--- config.mk ---
export PLATFORM = sky130hd
export DESIGN_NAME = debug_page_sched
export DESIGN_NICKNAME = d
export VERILOG_FILES = /design/src/rtl/debug_page_sched.sv
export SDC_FILE = /design/constraint.sdc
export NUM_CORES = 1
export LEC_CHECK = 0
export ABC_AREA = 1
export ABC_CLOCK_PERIOD_IN_PS = 2500
export CAP_MARGIN = 20
export CORE_MARGIN = 1.5
export CORE_UTILIZATION = 26
export CTS_CLUSTER_DIAMETER = 60
export CTS_CLUSTER_SIZE = 12
export DETAILED_ROUTE_END_ITERATION = 8
export GPL_TIMING_DRIVEN = 0
export SLEW_MARGIN = 10
export SYNTH_ARGS = -nofsm -noshare
export SYNTH_HDL_FRONTEND = slang
export SYNTH_SLANG_ARGS = --single-unit
--- constraint.sdc ---
create_clock -name clk -period 2.5 [get_ports clk]
set_input_delay 0.625 -clock clk [delete_from_list [all_inputs] [get_ports clk]]
set_output_delay 0.625 -clock clk [all_outputs]
set_load 0.02 [all_outputs]
--- src/rtl/debug_page_sched.sv ---
// debug_page_sched: debounces the board switches and step button, then picks the LED debug
// page (manual, auto-scan, single-step, freeze) and registers the mux output onto the LEDs.
module debug_page_sched #(
    parameter int PAGE_COUNT      = 41,
    parameter int DWELL_CYCLES    = 25000000,
    parameter int DEBOUNCE_CYCLES = 250000
) (
    input  logic        clk,
    input  logic        rst,
    input  logic [15:0] sw,
    input  logic        btn_step,
    input  logic [15:0] page_data,
    output logic [15:0] page_sel,
    output logic [15:0] led_data,
    output logic        page_changed,
    output logic [1:0]  mode
);

    localparam int PW  = (PAGE_COUNT > 1) ? $clog2(PAGE_COUNT) : 1;
    localparam int DBW = $clog2(DEBOUNCE_CYCLES);
    localparam int DWW = $clog2(DWELL_CYCLES);

    localparam logic [PW-1:0]  PAGE_LAST = PW'(PAGE_COUNT - 1);
    localparam logic [DBW-1:0] DB_LAST   = DBW'(DEBOUNCE_CYCLES - 1);
    localparam logic [DWW-1:0] DW_LAST   = DWW'(DWELL_CYCLES - 1);

    typedef enum logic [1:0] {
        MODE_MANUAL = 2'b00,
        MODE_AUTO   = 2'b01,
        MODE_STEP   = 2'b10,
        MODE_FREEZE = 2'b11
    } mode_t;

    logic [15:0]    sw_s1_q, sw_s2_q, sw_prev_q;
    logic [15:0]    sw_db_q, sw_db_d;
    logic [DBW-1:0] sw_cnt_q, sw_cnt_d;

    logic           btn_s1_q, btn_s2_q, btn_prev_q;
    logic           btn_db_q, btn_db_d, btn_db_dly_q;
    logic [DBW-1:0] btn_cnt_q, btn_cnt_d;

    mode_t          mode_q, mode_d, sw_mode;
    logic [PW-1:0]  page_q, page_d, page_inc;
    logic [DWW-1:0] dwell_q, dwell_d;
    logic [15:0]    led_q, led_d;
    logic           changed_q;
    logic           step_evt;
    logic           unused_sw_mid;

    // cnt counts consecutive sightings of the same synchronised value that differs from the
    // debounced copy; a new value (vs. the previous sighting) restarts the count at one.
    always_comb begin
        sw_db_d  = sw_db_q;
        sw_cnt_d = sw_cnt_q;
        if (sw_s2_q == sw_db_q) begin
            sw_cnt_d = '0;
        end else if (sw_s2_q != sw_prev_q) begin
            sw_cnt_d = DBW'(1);
        end else if (sw_cnt_q == DB_LAST) begin
            sw_db_d  = sw_s2_q;
            sw_cnt_d = '0;
        end else begin
            sw_cnt_d = sw_cnt_q + DBW'(1);
        end
    end

    always_comb begin
        btn_db_d  = btn_db_q;
        btn_cnt_d = btn_cnt_q;
        if (btn_s2_q == btn_db_q) begin
            btn_cnt_d = '0;
        end else if (btn_s2_q != btn_prev_q) begin
            btn_cnt_d = DBW'(1);
        end else if (btn_cnt_q == DB_LAST) begin
            btn_db_d  = btn_s2_q;
            btn_cnt_d = '0;
        end else begin
            btn_cnt_d = btn_cnt_q + DBW'(1);
        end
    end

    assign step_evt      = btn_db_q & ~btn_db_dly_q;
    assign sw_mode       = mode_t'(sw_db_q[15:14]);
    assign page_inc      = (page_q == PAGE_LAST) ? '0 : page_q + PW'(1);
    assign unused_sw_mid = ^sw_db_q[13:8];

    // A mode change takes the whole cycle: no advance, dwell restarts from zero.
    always_comb begin
        mode_d  = mode_q;
        page_d  = page_q;
        dwell_d = '0;
        led_d   = led_q;
        if (sw_mode != mode_q) begin
            mode_d = sw_mode;
        end else begin
            case (mode_q)
                MODE_MANUAL: begin
                    if (int'(sw_db_q[7:0]) < PAGE_COUNT) page_d = PW'(sw_db_q[7:0]);
                end
                MODE_AUTO: begin
                    if (dwell_q == DW_LAST) page_d = page_inc;
                    else                    dwell_d = dwell_q + DWW'(1);
                end
                MODE_STEP: begin
                    if (step_evt) page_d = page_inc;
                end
                default: ;
            endcase
        end
        if (mode_q != MODE_FREEZE) led_d = page_data;
    end

    always_ff @(posedge clk or negedge rst) begin
        if (!rst) begin
            sw_s1_q      <= '0;
            sw_s2_q      <= '0;
            sw_prev_q    <= '0;
            sw_db_q      <= '0;
            sw_cnt_q     <= '0;
            btn_s1_q     <= 1'b0;
            btn_s2_q     <= 1'b0;
            btn_prev_q   <= 1'b0;
            btn_db_q     <= 1'b0;
            btn_db_dly_q <= 1'b0;
            btn_cnt_q    <= '0;
            mode_q       <= MODE_MANUAL;
            page_q       <= '0;
            dwell_q      <= '0;
            led_q        <= '0;
            changed_q    <= 1'b0;
        end else begin
            sw_s1_q      <= sw;
            sw_s2_q      <= sw_s1_q;
            sw_prev_q    <= sw_s2_q;
            sw_db_q      <= sw_db_d;
            sw_cnt_q     <= sw_cnt_d;
            btn_s1_q     <= btn_step;
            btn_s2_q     <= btn_s1_q;
            btn_prev_q   <= btn_s2_q;
            btn_db_q     <= btn_db_d;
            btn_db_dly_q <= btn_db_q;
            btn_cnt_q    <= btn_cnt_d;
            mode_q       <= mode_d;
            page_q       <= page_d;
            dwell_q      <= dwell_d;
            led_q        <= led_d;
            changed_q    <= (page_d != page_q);
        end
    end

    assign page_sel     = 16'(page_q);
    assign led_data     = led_q;
    assign page_changed = changed_q;
    assign mode         = mode_q;

endmodule
; Yosys cells after proc, flatten, opt, wreduce, memory -nomap -nowiden
; Index checks and enable logic that the tools add are counted.
[op_classes]
n_reduce_logical = 3
order_cmp = 1
eq_ne = 13
muxes = 15
add_sub_neg = 4
n_bitwise = 6
[ops]
columns = cell, n
row1 = $mux 18, 6
row2 = $mux 25, 3
row3 = $add 18x1->18 const B, 2
row4 = $eq 18x18->1 const B, 2
row5 = $mux 6, 5
row6 = $add 25x1->25 const B, 1
row7 = $eq 25x25->1 const B, 1
row8 = $pmux 6 s3, 1
row9 = $eq 16x16->1, 1
row10 = $ne 16x16->1, 1
row11 = $lt 8x6->1 const B, 1
row12 = $add 6x1->6 const B, 1
row13 = $eq 6x6->1 const B, 1
row14 = $ne 6x6->1, 1
row15 = $reduce_and 3->1, 2
row16 = $not 1->1, 5
row17 = $eq 2x1->1 const B, 1
row18 = $eq 2x2->1 const B, 1
row19 = $logic_not 2->1, 1
row20 = $ne 2x2->1, 1
row21 = $ne 2x2->1 const B, 1
row22 = $and 1x1->1, 1
row23 = $eq 1x1->1, 1
row24 = $ne 1x1->1, 1
[totals]
inputBits = 35
reg_bits = 155
wordCells = 58
out_inout_bits = 35

; Depth between registers and ports, before layout
[logic_depth]
word_depth = 6
mapped_depth = 14
mapped_depth_nobuf = 14

; Least setup slack after synthesis
; No wires, ideal clock.
[synth_timing]
kind = register -> register
from = reg page_q[0]
to = reg changed_q, in the netlist page_changed
path_buffers = 0
slack_ps = 530
arrival_time_ps = 1845
path_stages_with_launch = 15
required_time_ps = 2375
cell_sequence = dfrtp_1 -> clkinv_1 -> ha_1 -> nand2_1 -> nor2_1 -> nand2_1 -> nand3_1 -> nor2_1 -> nor2_1 -> nand2_1 -> nor2_1 -> nand3_1 -> nand2_1 -> nor2_1 -> nand3_1
[synth_between]
elab_chain_cells = 6
word_cells_on_any_way = 9
[synth_rtl]
columns = element, line
row1 = "start, declared", 43  ; logic [PW-1:0] page_q, page_d, page_inc;
row2 = "start signal, assigned", 144  ; page_q <= page_d;
row3 = $add 6x1->6 / $eq 6x6->1 (equally long branches), 84  ; assign page_inc = (page_q == PAGE_LAST) ? '0 : page_q + PW'(1);
row4 = $mux 6, 84
row5 = "$mux 6, on equally long branches", "105, 101"
row6 = $pmux 6 s3, 96  ; case (mode_q)
row7 = $mux 6, 93  ; if (sw_mode != mode_q) begin
row8 = $ne 6x6->1 (*), 147  ; changed_q <= (page_d != page_q);
row9 = "end signal, assigned", 147
row10 = "end, declared", 46  ; logic changed_q;
; Every way passes the cells marked *; elsewhere a longest branch is shown, timed or not.
; A chain may end at the register's enable or synchronous reset.

; Final worst setup path
[layout_timing]
from = reg page_q[1]
to = out page_sel[1]
[layout_rtl]
columns = element, line
row1 = "end, declared", 13  ; output logic [15:0] page_sel,
; No word-level cell between the ends.

==> PnR_summary.wiki <==
{| class="wikitable"
! Metric !! Value
|-
| Number of iterations in the first detailed-routing pass || 5
|-
| Worst vdd rail ir drop || 0.000411 V
|-
| Number of buffer and inverter instances along the worst setup path || 1
|-
| CP max stage cell || sky130_fd_sc_hd__clkdlybuf4s50_1
|-
| Most common flop cell mapped by yosys || sky130_fd_sc_hd__dfrtp_1
|-
| Cell accounting for the most synthesized area || sky130_fd_sc_hd__dfrtp_1
|-
| Number of instances in the synthesized netlist || 892
|-
| Register bit total from synthesis || 155
|-
| Post-CTS Setup Inserts || 0
|-
| Maximum clock path buffer count || 2
|-
| Input/output buffers || between 50 and 60
|-
| Max-cap viol count || 0
|-
| Area added between synthesis and finish || 22.9%
|-
| Aggregate routed wire length || 15.9 mm
|-
| Cell count along the critical path || 1
|-
| CTS tree || yes
|-
| Critical path data required time || ~1.9 ns
|-
| RSZ-0062 raised after global routing || false
|-
| Count of flip-flops with a built-in enable after synthesis || 0
|-
| Count of fill cells added during filler insertion || 2976
|-
| Minimum clock period || 2.25 ns
|-
| Post-synthesis instance area || 0.00763 sq mm
|-
| Number of cell rows || 62
|-
| Area inside the core boundary || 0.0288 sq mm
|-
| Count of nets left with antenna violations after detail routing || 0
|-
| Min-Delay Path Class || input pin to asynchronous set/reset pin
|-
| Inserted Clock Buffers || 17
|-
| Yosys cell types || 49
|-
| Insertion delay to the later sink of the worst-skew pair || 0.43 ns
|-
| Initial antenna violation count || 0
|-
| Actual transition at the worst max-transition pin || between 0.4 and 0.5 ns
|-
| Portion of the post-synthesis area used by sequential elements || 0.509
|-
| Via count of the first global-routing pass || 5587
|-
| Fraction of synthesized cell area taken by the top area cell type || 0.509
|-
| Depth of the CTS H-tree || 4
|-
| Warning count from the yosys run || 0
|-
| Maximum fanout along the worst path || 7
|-
| Type of origin of the critical path || register
|-
| Setup violations, final || 0
|-
| Placement-stage worst setup slack || 0.209 ns
|-
| Sum of internal, switching and leakage power || 5.50 mW
|-
| Final clock skew || about 0.0097 ns
|-
| Wire length of the first global-routing pass || 27.6 mm
|-
| Worst slew slack as a fraction of its limit || 0.672
|-
| Number of hold-slack violations in the final timing report || 0
|-
| Most frequent cell after synthesis || sky130_fd_sc_hd__nand2_1
|-
| Die height || 174 um
|-
| Overall track demand over capacity in global routing || 0.111
|-
| I/O pin total || 70
|-
| Static Leak || 4.17 nW
|-
| Critical path start-end classification || register to output port
|-
| Worst Reg-to-Reg Cells || 14
|-
| Starting DRT DRC Count || 353
|-
| Worst-case setup margin in the final layout || 0.251 ns
|-
| Data arrival time of the worst path || 1.62 ns
|-
| Fraction of final layout cells sized beyond drive strength 1 || 0.125
|-
| Synthesized area per cell || roughly 8.5 sq um
|-
| Weighted congestion reported at the end of routability-driven placement || 0.882
|-
| Synth async-reset ratio || 1.00
|-
| Largest stage delay on the critical path || 0.69 ns
|-
| Die Area || 0.0304 sq mm
|-
| Family with the most delay on the worst path || buffers and inverters
|-
| Initial Utilization || 0.265
|-
| Final cycle utilization of the critical path || 0.900
|-
| Nets || 1020
|-
| Half-perimeter wire length after placement || about 11 mm
|-
| Peak clock frequency supported by timing || 445 MHz
|-
| WL per Instance || between 10 and 15 um
|-
| Vias/cell || 4.29
|-
| Power per cell area || between 500 and 600 mW/mm^2
|-
| List of most frequent post-synthesis cells || 201 x sky130_fd_sc_hd__nand2_1, 155 x sky130_fd_sc_hd__dfrtp_1, 104 x sky130_fd_sc_hd__nor2_1
|-
| Synth top area cells || sky130_fd_sc_hd__dfrtp_1 51%, sky130_fd_sc_hd__nand2_1 9.9%, sky130_fd_sc_hd__nor2_1 5.1%, sky130_fd_sc_hd__inv_1 4.9%, sky130_fd_sc_hd__nand3_1 4.4%
|-
| Overall die width || 174 um
|-
| Inserted Diodes || 0
|-
| Clock transition time at the flip-flop clock pins of the worst setup and hold paths || ~0.07 ns
|-
| Setup crit end kind || output port
|-
| CTS root buf || sky130_fd_sc_hd__clkbuf_16
|-
| Residual DRC count || 0
|-
| Worst reg2reg setup slack || 0.34 ns
|-
| Largest net degree at the start of global routing || 92
|-
| Clk sinks || about 160
|-
| Final number of max-transition violations || 0
|-
| Run status || finished clean
|-
| DR vias || 5909
|-
| Global route overflow || 0
|-
| Cell Chain, Critical Path || clkdlybuf4s50_1
|}
==> through the flow <==
step | utilization | hold slack [ns] | std cells | instance area, sq um | setup TNS [ns]
6_report | 0.326 | 0.143 | 1377 | 9370 | 0
5_1_grt | 0.326 | 0.171 | 1377 | 9370 | 0
4_1_cts | 0.325 | 0.148 | 1377 | 9370 | 0
3_5_place_dp | 0.304 | 0.335 | 1345 | 8760 | 0
3_3_place_gp | 0.303 | 0.334 | 1344 | 8730 | -876.53
2_1_floorplan | - | 0.329 | 901 | 7660 | 0
==> placed cells by master (no fill, tap or decap), types with 12 or more instances in the layout <==
| master | count |
|---|---|
| sky130_fd_sc_hd__nor2_1 | 104 |
| sky130_fd_sc_hd__clkbuf_16 | 17 |
| sky130_fd_sc_hd__nand3_1 | 67 |
| sky130_fd_sc_hd__inv_1 | 99 |
| sky130_fd_sc_hd__o21ai_0 | 20 |
| sky130_fd_sc_hd__clkdlybuf4s50_1 | 58 |
| sky130_fd_sc_hd__xnor2_1 | 12 |
| sky130_fd_sc_hd__xor2_1 | 19 |
| sky130_fd_sc_hd__a21oi_1 | 30 |
| sky130_fd_sc_hd__nand4_1 | 23 |
| sky130_fd_sc_hd__nand2_1 | 201 |
| sky130_fd_sc_hd__dfrtp_1 | 154 |
| sky130_fd_sc_hd__nor3_1 | 15 |
==> power by group <==
group / leakage [nW] / internal [mW] / total (mW) / switching, mW
Sequential: 2.00 / 2.57 / 2.60 / 0.0365
Clock: 0.283 / 1.57 / 2.64 / 1.07
Combinational: 1.88 / 0.121 / 0.259 / 0.139
Total: 4.17 / 4.26 / 5.50 / 1.25
==> final timing paths <==
check,endpoint,from
min,sw_prev_q[10],rst
max,page_sel[1],page_q[1]
min in group clk,sw_s2_q[11],sw_s1_q[11]
max in group asynchronous,page_q[0],rst
min reg2reg,sw_s2_q[11],sw_s1_q[11]
max reg2reg,page_changed,page_q[0]
==> registers in the layout (all words and copies together) (netlist names), 2 cells and up <==
| register | count |
|---|---|
| sw_prev_q | 16 |
| mode | 2 |
| led_data | 16 |
| sw_cnt_q | 18 |
| dwell_q | 25 |
| page_q | 6 |
| sw_s1_q | 16 |
| sw_s2_q | 16 |
| sw_db_q | 16 |
| btn_cnt_q | 18 |
==> logic make-up (layout without fill, tap and decap cells) <==
kind of cell / after synthesis / after routing / synth area share
compound gates: 91 / 91 / 0.0724
xor+xnor: 31 / 31 / 0.0356
fa+ha+maj: 5 / 5 / 0.00820
buf+inv: 136 / 228 / 0.0771
flops: 155 / 155 / 0.509
other cells: 1 / 10 / 0.000492
simple gates: 473 / 473 / 0.298
==> timing repair <==
item / 4_1_cts / 5_1_grt
endpoints found under the setup margin: 0 / 1
gates resized for setup: 0 / 2
hold buffers: 0 / 0
==> area by class of cell <==
class	count	area, sq um	area share
plain buffers	27	176	0.0188
multi-input cells	610	3190	0.341
well taps	384	480	0.0513
flip-flops and latches	155	3880	0.414
clock buffers	22	474	0.0506
clock inverters	10	130	0.0139
repair buffers	60	623	0.0665
inverters	109	415	0.0443
==> metal layers <==
metal | vias to the layer above | track usage | part of all wire
met5 | - | 0 | 0
met4 | 0 | 0.0287 | 0.010
met3 | 14 | 0.0302 | 0.053
met2 | 128 | 0.169 | 0.44
met1 | 2731 | 0.155 | 0.50
li1 | 3036 | - | -
(Power assumes the default switching activity.)
